--- src/rtl/serial_add_ctrl_if.sv ---
// Operand/result bundle for the bit-serial adder/subtractor.
// The producer drives op_a/op_b/op_sub with in_valid; the block drives the result.
interface serial_add_ctrl_if #(
  parameter int WIDTH = 8
);
  logic             in_valid;
  logic             in_ready;
  logic [WIDTH-1:0] op_a;
  logic [WIDTH-1:0] op_b;
  logic             op_sub;
  logic             res_valid;
  logic             res_ack;
  logic [WIDTH-1:0] result;
  logic             cout;
  logic             ovf;
  logic             busy;

  // Producer/consumer side (testbench or upstream/downstream logic)
  modport master (
    output in_valid, op_a, op_b, op_sub, res_ack,
    input  in_ready, res_valid, result, cout, ovf, busy
  );

  // Arithmetic block side
  modport slave (
    input  in_valid, op_a, op_b, op_sub, res_ack,
    output in_ready, res_valid, result, cout, ovf, busy
  );
endinterface

--- src/rtl/serial_add_ctrl.sv ---
// Bit-serial adder/subtractor: one full-adder cell is reused over WIDTH
// cycles, LSB first, with the running carry held in a flip-flop.
//
// Handshakes:
//   input side  - operands transfer on a rising edge where in_valid & in_ready;
//                 in_ready is high only in IDLE, and the producer must hold
//                 its operands while in_ready is low.
//   output side - res_valid rises in DONE and stays high until a rising edge
//                 with res_ack; result/cout/ovf are stable the whole time.
//                 The block returns to IDLE on that edge, so a new operand
//                 can be accepted no earlier than the following edge.
module serial_add_ctrl #(
  parameter int WIDTH = 8,
  parameter int CNT_W = $clog2(WIDTH)
) (
  input  logic               clk,
  input  logic               rst,
  serial_add_ctrl_if.slave   bus,
  output logic [1:0]         dbg_state
);

  typedef enum logic [1:0] {
    IDLE = 2'd0,
    RUN  = 2'd1,
    DONE = 2'd2
  } state_t;

  state_t           state_q;
  state_t           state_d;

  logic [WIDTH-1:0] sh_a;
  logic [WIDTH-1:0] sh_b;
  logic [WIDTH-1:0] sh_r;
  logic [WIDTH-1:0] result_q;
  logic [CNT_W-1:0] cnt_q;
  logic             carry_q;
  logic             cout_q;
  logic             ovf_q;

  logic             cell_s;
  logic             cell_c;
  logic             last_bit;
  logic             accept;

  // The shared full-adder cell
  assign cell_s   = sh_a[0] ^ sh_b[0] ^ carry_q;
  assign cell_c   = (sh_a[0] & sh_b[0]) | (carry_q & (sh_a[0] ^ sh_b[0]));

  assign last_bit = (cnt_q == CNT_W'(WIDTH - 1));
  assign accept   = (state_q == IDLE) && bus.in_valid;

  // State register
  always_ff @(posedge clk) begin
    if (rst) state_q <= IDLE;
    else     state_q <= state_d;
  end

  // Next-state logic
  always_comb begin
    state_d = state_q;
    case (state_q)
      IDLE:    if (bus.in_valid) state_d = RUN;
      RUN:     if (last_bit)     state_d = DONE;
      DONE:    if (bus.res_ack)  state_d = IDLE;
      default:                   state_d = IDLE;
    endcase
  end

  // Datapath: operand load, serial shifting and final result capture.
  // The result port only changes on the last RUN cycle, so it keeps the
  // previous answer through IDLE and the early part of the next RUN.
  always_ff @(posedge clk) begin
    if (rst) begin
      sh_a     <= '0;
      sh_b     <= '0;
      sh_r     <= '0;
      result_q <= '0;
      cnt_q    <= '0;
      carry_q  <= 1'b0;
      cout_q   <= 1'b0;
      ovf_q    <= 1'b0;
    end else if (accept) begin
      // Subtraction is A + ~B + 1: invert B and seed the carry with op_sub.
      sh_a    <= bus.op_a;
      sh_b    <= bus.op_b ^ {WIDTH{bus.op_sub}};
      carry_q <= bus.op_sub;
      cnt_q   <= '0;
    end else if (state_q == RUN) begin
      sh_a    <= sh_a >> 1;
      sh_b    <= sh_b >> 1;
      sh_r    <= {cell_s, sh_r[WIDTH-1:1]};
      carry_q <= cell_c;
      cnt_q   <= cnt_q + CNT_W'(1);
      if (last_bit) begin
        result_q <= {cell_s, sh_r[WIDTH-1:1]};
        cout_q   <= cell_c;
        // carry_q still holds the carry into the MSB on this cycle.
        ovf_q    <= carry_q ^ cell_c;
      end
    end
  end

  assign bus.in_ready  = (state_q == IDLE);
  assign bus.busy      = (state_q == RUN);
  assign bus.res_valid = (state_q == DONE);
  assign bus.result    = result_q;
  assign bus.cout      = cout_q;
  assign bus.ovf       = ovf_q;
  assign dbg_state     = state_q;

endmodule

--- src/flat_wrapper.sv ---
// flat-port wrapper written by rule: the top's interface ports become plain ports
module serial_add_ctrl_flat 
#(
  parameter int WIDTH = 8,
  parameter int CNT_W = $clog2(WIDTH)
)
  (clk, rst, dbg_state, bus_in_valid, bus_op_a, bus_op_b, bus_op_sub, bus_res_ack, bus_in_ready, bus_res_valid, bus_result, bus_cout, bus_ovf, bus_busy);
  serial_add_ctrl_if #(.WIDTH(WIDTH)) bus_i ();
  input  logic clk;
  input  logic rst;
  output logic [1:0] dbg_state;
  input wire logic [$bits(bus_i.in_valid)-1:0] bus_in_valid;
  input wire logic [$bits(bus_i.op_a)-1:0] bus_op_a;
  input wire logic [$bits(bus_i.op_b)-1:0] bus_op_b;
  input wire logic [$bits(bus_i.op_sub)-1:0] bus_op_sub;
  input wire logic [$bits(bus_i.res_ack)-1:0] bus_res_ack;
  output wire logic [$bits(bus_i.in_ready)-1:0] bus_in_ready;
  output wire logic [$bits(bus_i.res_valid)-1:0] bus_res_valid;
  output wire logic [$bits(bus_i.result)-1:0] bus_result;
  output wire logic [$bits(bus_i.cout)-1:0] bus_cout;
  output wire logic [$bits(bus_i.ovf)-1:0] bus_ovf;
  output wire logic [$bits(bus_i.busy)-1:0] bus_busy;
  assign bus_i.in_valid = bus_in_valid;
  assign bus_i.op_a = bus_op_a;
  assign bus_i.op_b = bus_op_b;
  assign bus_i.op_sub = bus_op_sub;
  assign bus_i.res_ack = bus_res_ack;
  assign bus_in_ready = bus_i.in_ready;
  assign bus_res_valid = bus_i.res_valid;
  assign bus_result = bus_i.result;
  assign bus_cout = bus_i.cout;
  assign bus_ovf = bus_i.ovf;
  assign bus_busy = bus_i.busy;
  serial_add_ctrl #(.WIDTH(WIDTH), .CNT_W(CNT_W)) u_core (.clk(clk), .rst(rst), .bus(bus_i), .dbg_state(dbg_state));
endmodule
--- config.mk ---
export PLATFORM = sky130hd
export DESIGN_NAME = serial_add_ctrl_flat
export DESIGN_NICKNAME = d
export VERILOG_FILES = /design/src/rtl/serial_add_ctrl_if.sv /design/src/rtl/serial_add_ctrl.sv /design/src/flat_wrapper.sv
export SDC_FILE = /design/constraint.sdc
export NUM_CORES = 1
export LEC_CHECK = 0
export CORE_MARGIN = 2
export CORE_UTILIZATION = 35
export DETAILED_ROUTE_END_ITERATION = 12
export PLACE_DENSITY_LB_ADDON = 0.25
export SETUP_SLACK_MARGIN = 0.15
export SYNTH_ARGS = -nofsm -noshare
export SYNTH_HDL_FRONTEND = slang
export SYNTH_SLANG_ARGS = --single-unit
--- constraint.sdc ---
create_clock -name clk -period 1.7 [get_ports clk]
set_input_delay 0.34 -clock clk [delete_from_list [all_inputs] [get_ports clk]]
set_output_delay 0.34 -clock clk [all_outputs]
set_load 0.005 [all_outputs]
Yosys cells after proc, flatten, opt, wreduce, memory -nomap -nowiden
Cells that the tools add are included.
{"block": "op_classes", "add_sub_neg": 1, "eq_ne": 6, "n_mux": 10, "bitwise_logic": 8, "n_reduce_logical": 7}
{"op": "$mux 8", "count": 4}
{"op": "$xor 8x8->8", "count": 1}
{"op": "$mux 2", "count": 3}
{"op": "$pmux 2 s3", "count": 1}
{"op": "$reduce_and 3->1", "count": 2}
{"op": "$ne 2x2->1 const B", "count": 2}
{"op": "$add 3x1->3 const B", "count": 1}
{"op": "$eq 3x3->1 const B", "count": 1}
{"op": "$xor 1x1->1", "count": 3}
{"op": "$and 1x1->1", "count": 2}
{"op": "$eq 2x1->1 const B", "count": 1}
{"op": "$eq 2x2->1 const B", "count": 1}
{"op": "$logic_not 2->1", "count": 1}
{"op": "$mux 1", "count": 2}
{"op": "$ne 2x1->1 const B", "count": 1}
{"op": "$reduce_and 2->1", "count": 1}
{"op": "$reduce_bool 2->1", "count": 1}
{"op": "$reduce_or 2->1", "count": 1}
{"op": "$logic_and 1x1->1", "count": 1}
{"op": "$not 1->1", "count": 1}
{"op": "$or 1x1->1", "count": 1}
{"block": "word_totals", "regBits": 40, "inputBits": 21, "output_inout_bits": 15, "word_cells": 41}

Logic depth before layout (Yosys ltp)
{"block": "logic_depth", "word_depth": 5, "mapped_depth": 6, "depth_no_buf": 5}

Least setup slack after synthesis
OpenSTA, ideal clock, no wires.
{"block": "synth_timing", "path_type": "input -> register", "startpoint": "input port bus_in_valid", "endpoint": "register u_core.sh_a[1]", "setup_time_ns": 0.134, "t_arrival_ns": 1.182, "required_ns": 1.566, "slack_ns": 0.383, "path_stages": 5, "path_buffers": 2, "cell_sequence": "buf_4 or3b_2 clkbuf_1 nor2_1 a211oi_1"}
{"block": "synth_between", "elab_chain_cells": 2, "word_cells_on_any_way": 3, "cone_classes": "1 x mux; 2 x reduce/logical"}
{"item": "start, declared", "line": "flat_wrapper.sv:12", "text": "input wire logic [$bits(bus_i.in_valid)-1:0] bus_in_valid;"}
{"item": "$logic_and 1x1->1 *", "line": "serial_add_ctrl.sv:50", "text": "assign accept = (state_q == IDLE) && bus.in_valid;"}
{"item": "$mux 8 / $reduce_bool 2->1 (equally long branches)"}
{"item": "end signal, assigned", "line": "serial_add_ctrl.sv:84", "text": "sh_a <= bus.op_a;"}
{"item": "end signal, assigned", "line": "serial_add_ctrl.sv:89", "text": "sh_a <= sh_a >> 1;"}
{"item": "end, declared", "line": "serial_add_ctrl.sv:31", "text": "logic [WIDTH-1:0] sh_a;"}
Mark *: on every way between the ends. The rest lies on a longest branch, timed or not.
A chain may end at the register's enable or synchronous reset.

Final worst setup path
{"block": "layout_timing", "startpoint": "register u_core.state_q[1] (netlist: u_core.dbg_state[1])", "endpoint": "register u_core.sh_b[2]"}
{"block": "layout_between", "elab_chain_cells": 3, "word_cells_on_any_way": 5, "cone_classes": "1 x eq/ne; 1 x mux; 3 x reduce/logical"}
{"item": "start, declared", "line": "serial_add_ctrl.sv:28", "text": "state_t state_q;"}
{"item": "start signal, assigned", "line": "serial_add_ctrl.sv:55", "text": "else state_q <= state_d;"}
{"item": "$logic_not 2->1", "line": "serial_add_ctrl.sv:50"}
{"item": "$logic_and 1x1->1", "line": "serial_add_ctrl.sv:50"}
{"item": "$mux 8 / $reduce_bool 2->1 (equally long branches)"}
{"item": "end signal, assigned", "line": "serial_add_ctrl.sv:85", "text": "sh_b <= bus.op_b ^ {WIDTH{bus.op_sub}};"}
{"item": "end signal, assigned", "line": "serial_add_ctrl.sv:90", "text": "sh_b <= sh_b >> 1;"}
{"item": "end, declared", "line": "serial_add_ctrl.sv:32", "text": "logic [WIDTH-1:0] sh_b;"}
Several ways; a longest one is shown, not always the timed one.

==> impl_metrics.ini <==
[global_route]
antenna_found_initial = 0
grt_pass1_wl_um = 5830
grt_pass1_vias = 1202
grt_max_degree = 20
grt_usage_pct = 14.4
overflow = 0

[logic_synthesis]
seq_area_frac_synth_pct = 47.1
syn_inst = 192
synth_area_per_cell_um2 = 8.64
synthDistinctLibCells = 30
synth_seq_cells = 39
synth_edf_count = 0
yosysWarnings = 0
ys.flop_type = dfxtp_1
synth_area_um2 = 1660
synthArstFlopShare_pct = 0
syn_nets = 216

[clock_network]
path_clk_slew_ns = 0.08
cts_made_buffers = 5
cts_tree = built
h-tree-depth = 2
insertion_delay_ns = 0.29
root_buffer = clkbuf_8
cts_buffer_depth = 2
numClockSinks = 39

[detailed_routing]
route.antenna.remaining_nets = 0
routedWlPerCell_um = 12.0
drt-total-wl_um = 3440
detail_route.drc_violations = 0
drtIter0Drc = 90
via_count = 1417
drtPass1Iterations = 6
viasPerCell = 4.92

[setup_path]
arrival_ns = 1.73
cp-start-kind = flip-flop
critPathCaptureType = flip-flop
critPathCapture = u_core.sh_b[2]
required_ns = 1.94
r2r_cells = 5
timing.critical_path.from = u_core.dbg_state[1]
path_max_fanout = 7
r2r-start = u_core.dbg_state[1]
r2r_slack_ns = 0.21
critPathKind = flip-flop to flip-flop
r2r_end = u_core.sh_b[2]

[power]
power_per_cell_area_nw_per_um2 = 890
power_uw = 2020
ir_drop_uv = 482
p_leak_uw = 0.000837

[timing]
finalMaxSlewViolations = 0
finalSetupViolCount = 0
finalHoldViolCount = 0
max_freq_mhz = 671
whs_ns = 0.456
fin_worst_skew_ns = 0.00744
rsz0062_at_grt = true
fin_crit_sh_pct = 87.6
min_period_ns = 1.49
relSlewSlack_pct = 69.3
worst_slew_pin_slew_ns = 0.460

[floorplan]
die_area_um2 = 5310
rows = 25
die-height_um = 72.9
core-area_um2 = 4660
ioPinCount = 36
initial_core_util_pct = 35.6
fp.dieW_um = 72.9

[placement]
placed_cell_area_um2 = 2070
dpl.hpwl_um = 2390
port_buffers = 35
dp_cells = 276
gp_congestion = 0.708

[worst_hold_path]
hold_path_class = flip-flop to flip-flop

[flow_run]
cap_viol_max_count = 0

[outcome]
status = finished clean

[finish]
syn2layout_area_growth_pct = 36.7
multiInputGateArea_um2 = 826
nFillCells = 451
design_area_um2 = 2270
antenna_cells_inserted = 0
drive_above_1_share_pct = 15.8
final_util_pct = 48.7
layoutNonFillerInstCount = 288
seq_area_um2 = 788
nNetsFinal = 257
[stage by stage]
stage | TNS [ns] | worst slack (ns)
after global routing | 0 | 0.120
after global placement | -0.937 | -0.103
final | 0 | 0.211
after detailed placement | -1.42 | -0.148
after floorplan | 0 | 0.383
after CTS | 0 | 0.110
[cell type report]
cell class                      instances  area share (%)
Clock buffer                            6            3.64
Clock inverter                          2            1.54
Sequential cell                        39            34.7
Timing Repair Buffer                   48            20.3
Inverter                                2           0.386
Tap cell                               54            2.98
Multi-Input combinational cell        137            36.4
[sequential cells by signal, indices dropped and copies added, names as in the netlist]
register and count:
u_core.bus.result 8, u_core.cnt_q 3, u_core.bus.cout 1, u_core.carry_q 1, u_core.bus.ovf 1, u_core.sh_b 8, u_core.dbg_state 2, u_core.sh_a 8
u_core.sh_r 7
[what timing repair did]
item,4_1_cts,5_1_grt
setup endpoints to repair,5,17
gates cloned,0,0
buffers inserted,3,1
resized for setup,17,6
hold buffers,0,0
endpoints found under the hold margin,0,0
pin swaps,0,4
[layout by cell type, fill, tap and decap left out, types with 2 or more instances in the layout]
cell | netlist | final
nand2_1 | 40 | 40
dfxtp_1 | 39 | 37
clkdlybuf4s50_1 | 0 | 30
a21oi_1 | 28 | 28
nor2_1 | 21 | 17
buf_4 | 1 | 10
xnor2_1 | 9 | 9
a211oi_1 | 7 | 7
a221o_1 | 7 | 7
clkbuf_8 | 0 | 6
dlygate4sd2_1 | 0 | 5
nor3_1 | 4 | 4
nor2_2 | 0 | 3
clkinv_2 | 1 | 2
or3b_2 | 2 | 2
nand2b_1 | 3 | 2
mux2i_1 | 2 | 2
ha_1 | 2 | 2
buf_8 | 0 | 2
dfxtp_4 | 0 | 2
[cells in the mapped netlist, types with 2 or more instances]
cell,number,area (µm²)
clkbuf_1,4,15.0
buf_2,8,40.0
xnor2_1,9,78.8
a211oi_1,7,52.6
dfxtp_1,39,781
nor2_1,21,78.8
nand2b_1,3,18.8
nor3_1,4,20.0
nand2_1,40,150
a221o_1,7,70.1
a21oi_1,28,140
ha_1,2,25.0
mux2i_1,2,20.0
or3b_2,2,17.5
[worst min-delay path by stage]
stage,slack (ns),cells past startpoint,startpoint,to
2_1_floorplan,0.43,2,u_core.sh_r[1],u_core.bus.result[0]
3_3_place_gp,0.44,2,u_core.sh_r[1],u_core.bus.result[0]
3_5_place_dp,0.45,2,u_core.sh_r[1],u_core.sh_r[1]
4_1_cts,0.46,2,u_core.sh_r[1],u_core.sh_r[1]
5_1_grt,0.47,2,u_core.sh_r[1],u_core.sh_r[1]
6_report,0.46,2,u_core.bus.result[1],u_core.bus.result[1]
[metal layers]
layer / vias to the layer above / routed length (µm) / track usage (%)
li1: 742 / - / -
met1: 646 / 1690 / 20.4
met2: 24 / 1570 / 20.4
met3: 5 / 128 / 4.28
met4: 0 / 55 / 5.56
met5: - / 0 / 0
[cell families (layout without fill, tap and decap cells)]
family	count (synthesis)	after routing	share of synthesized area [%]
AND/OR/NAND/NOR	76	76	20.6
AO/OA/AOI/OAI	46	46	18.2
flip-flops	39	39	47.1
buffers and inverters	16	58	4.98
XOR/XNOR	10	10	5.28
adder cells (fa/ha/maj)	3	3	2.71
multiplexers	2	2	1.21
[power breakdown]
part           total (µW)  internal [µW]  switching, µW
sequential            981            951           29.4
clock                 791            475            317
combinational         247            135            111
total                2020           1560            457
[worst max-delay path, stage by stage, from the launching register on]
cell and delay [ns]:
dfxtp_4 0.37, buf_8 0.12, buf_4 0.15, or4b_4 0.57
nor2_1 0.12, a221o_1 0.11
No activity file was read; power rests on OpenSTA's default activity.
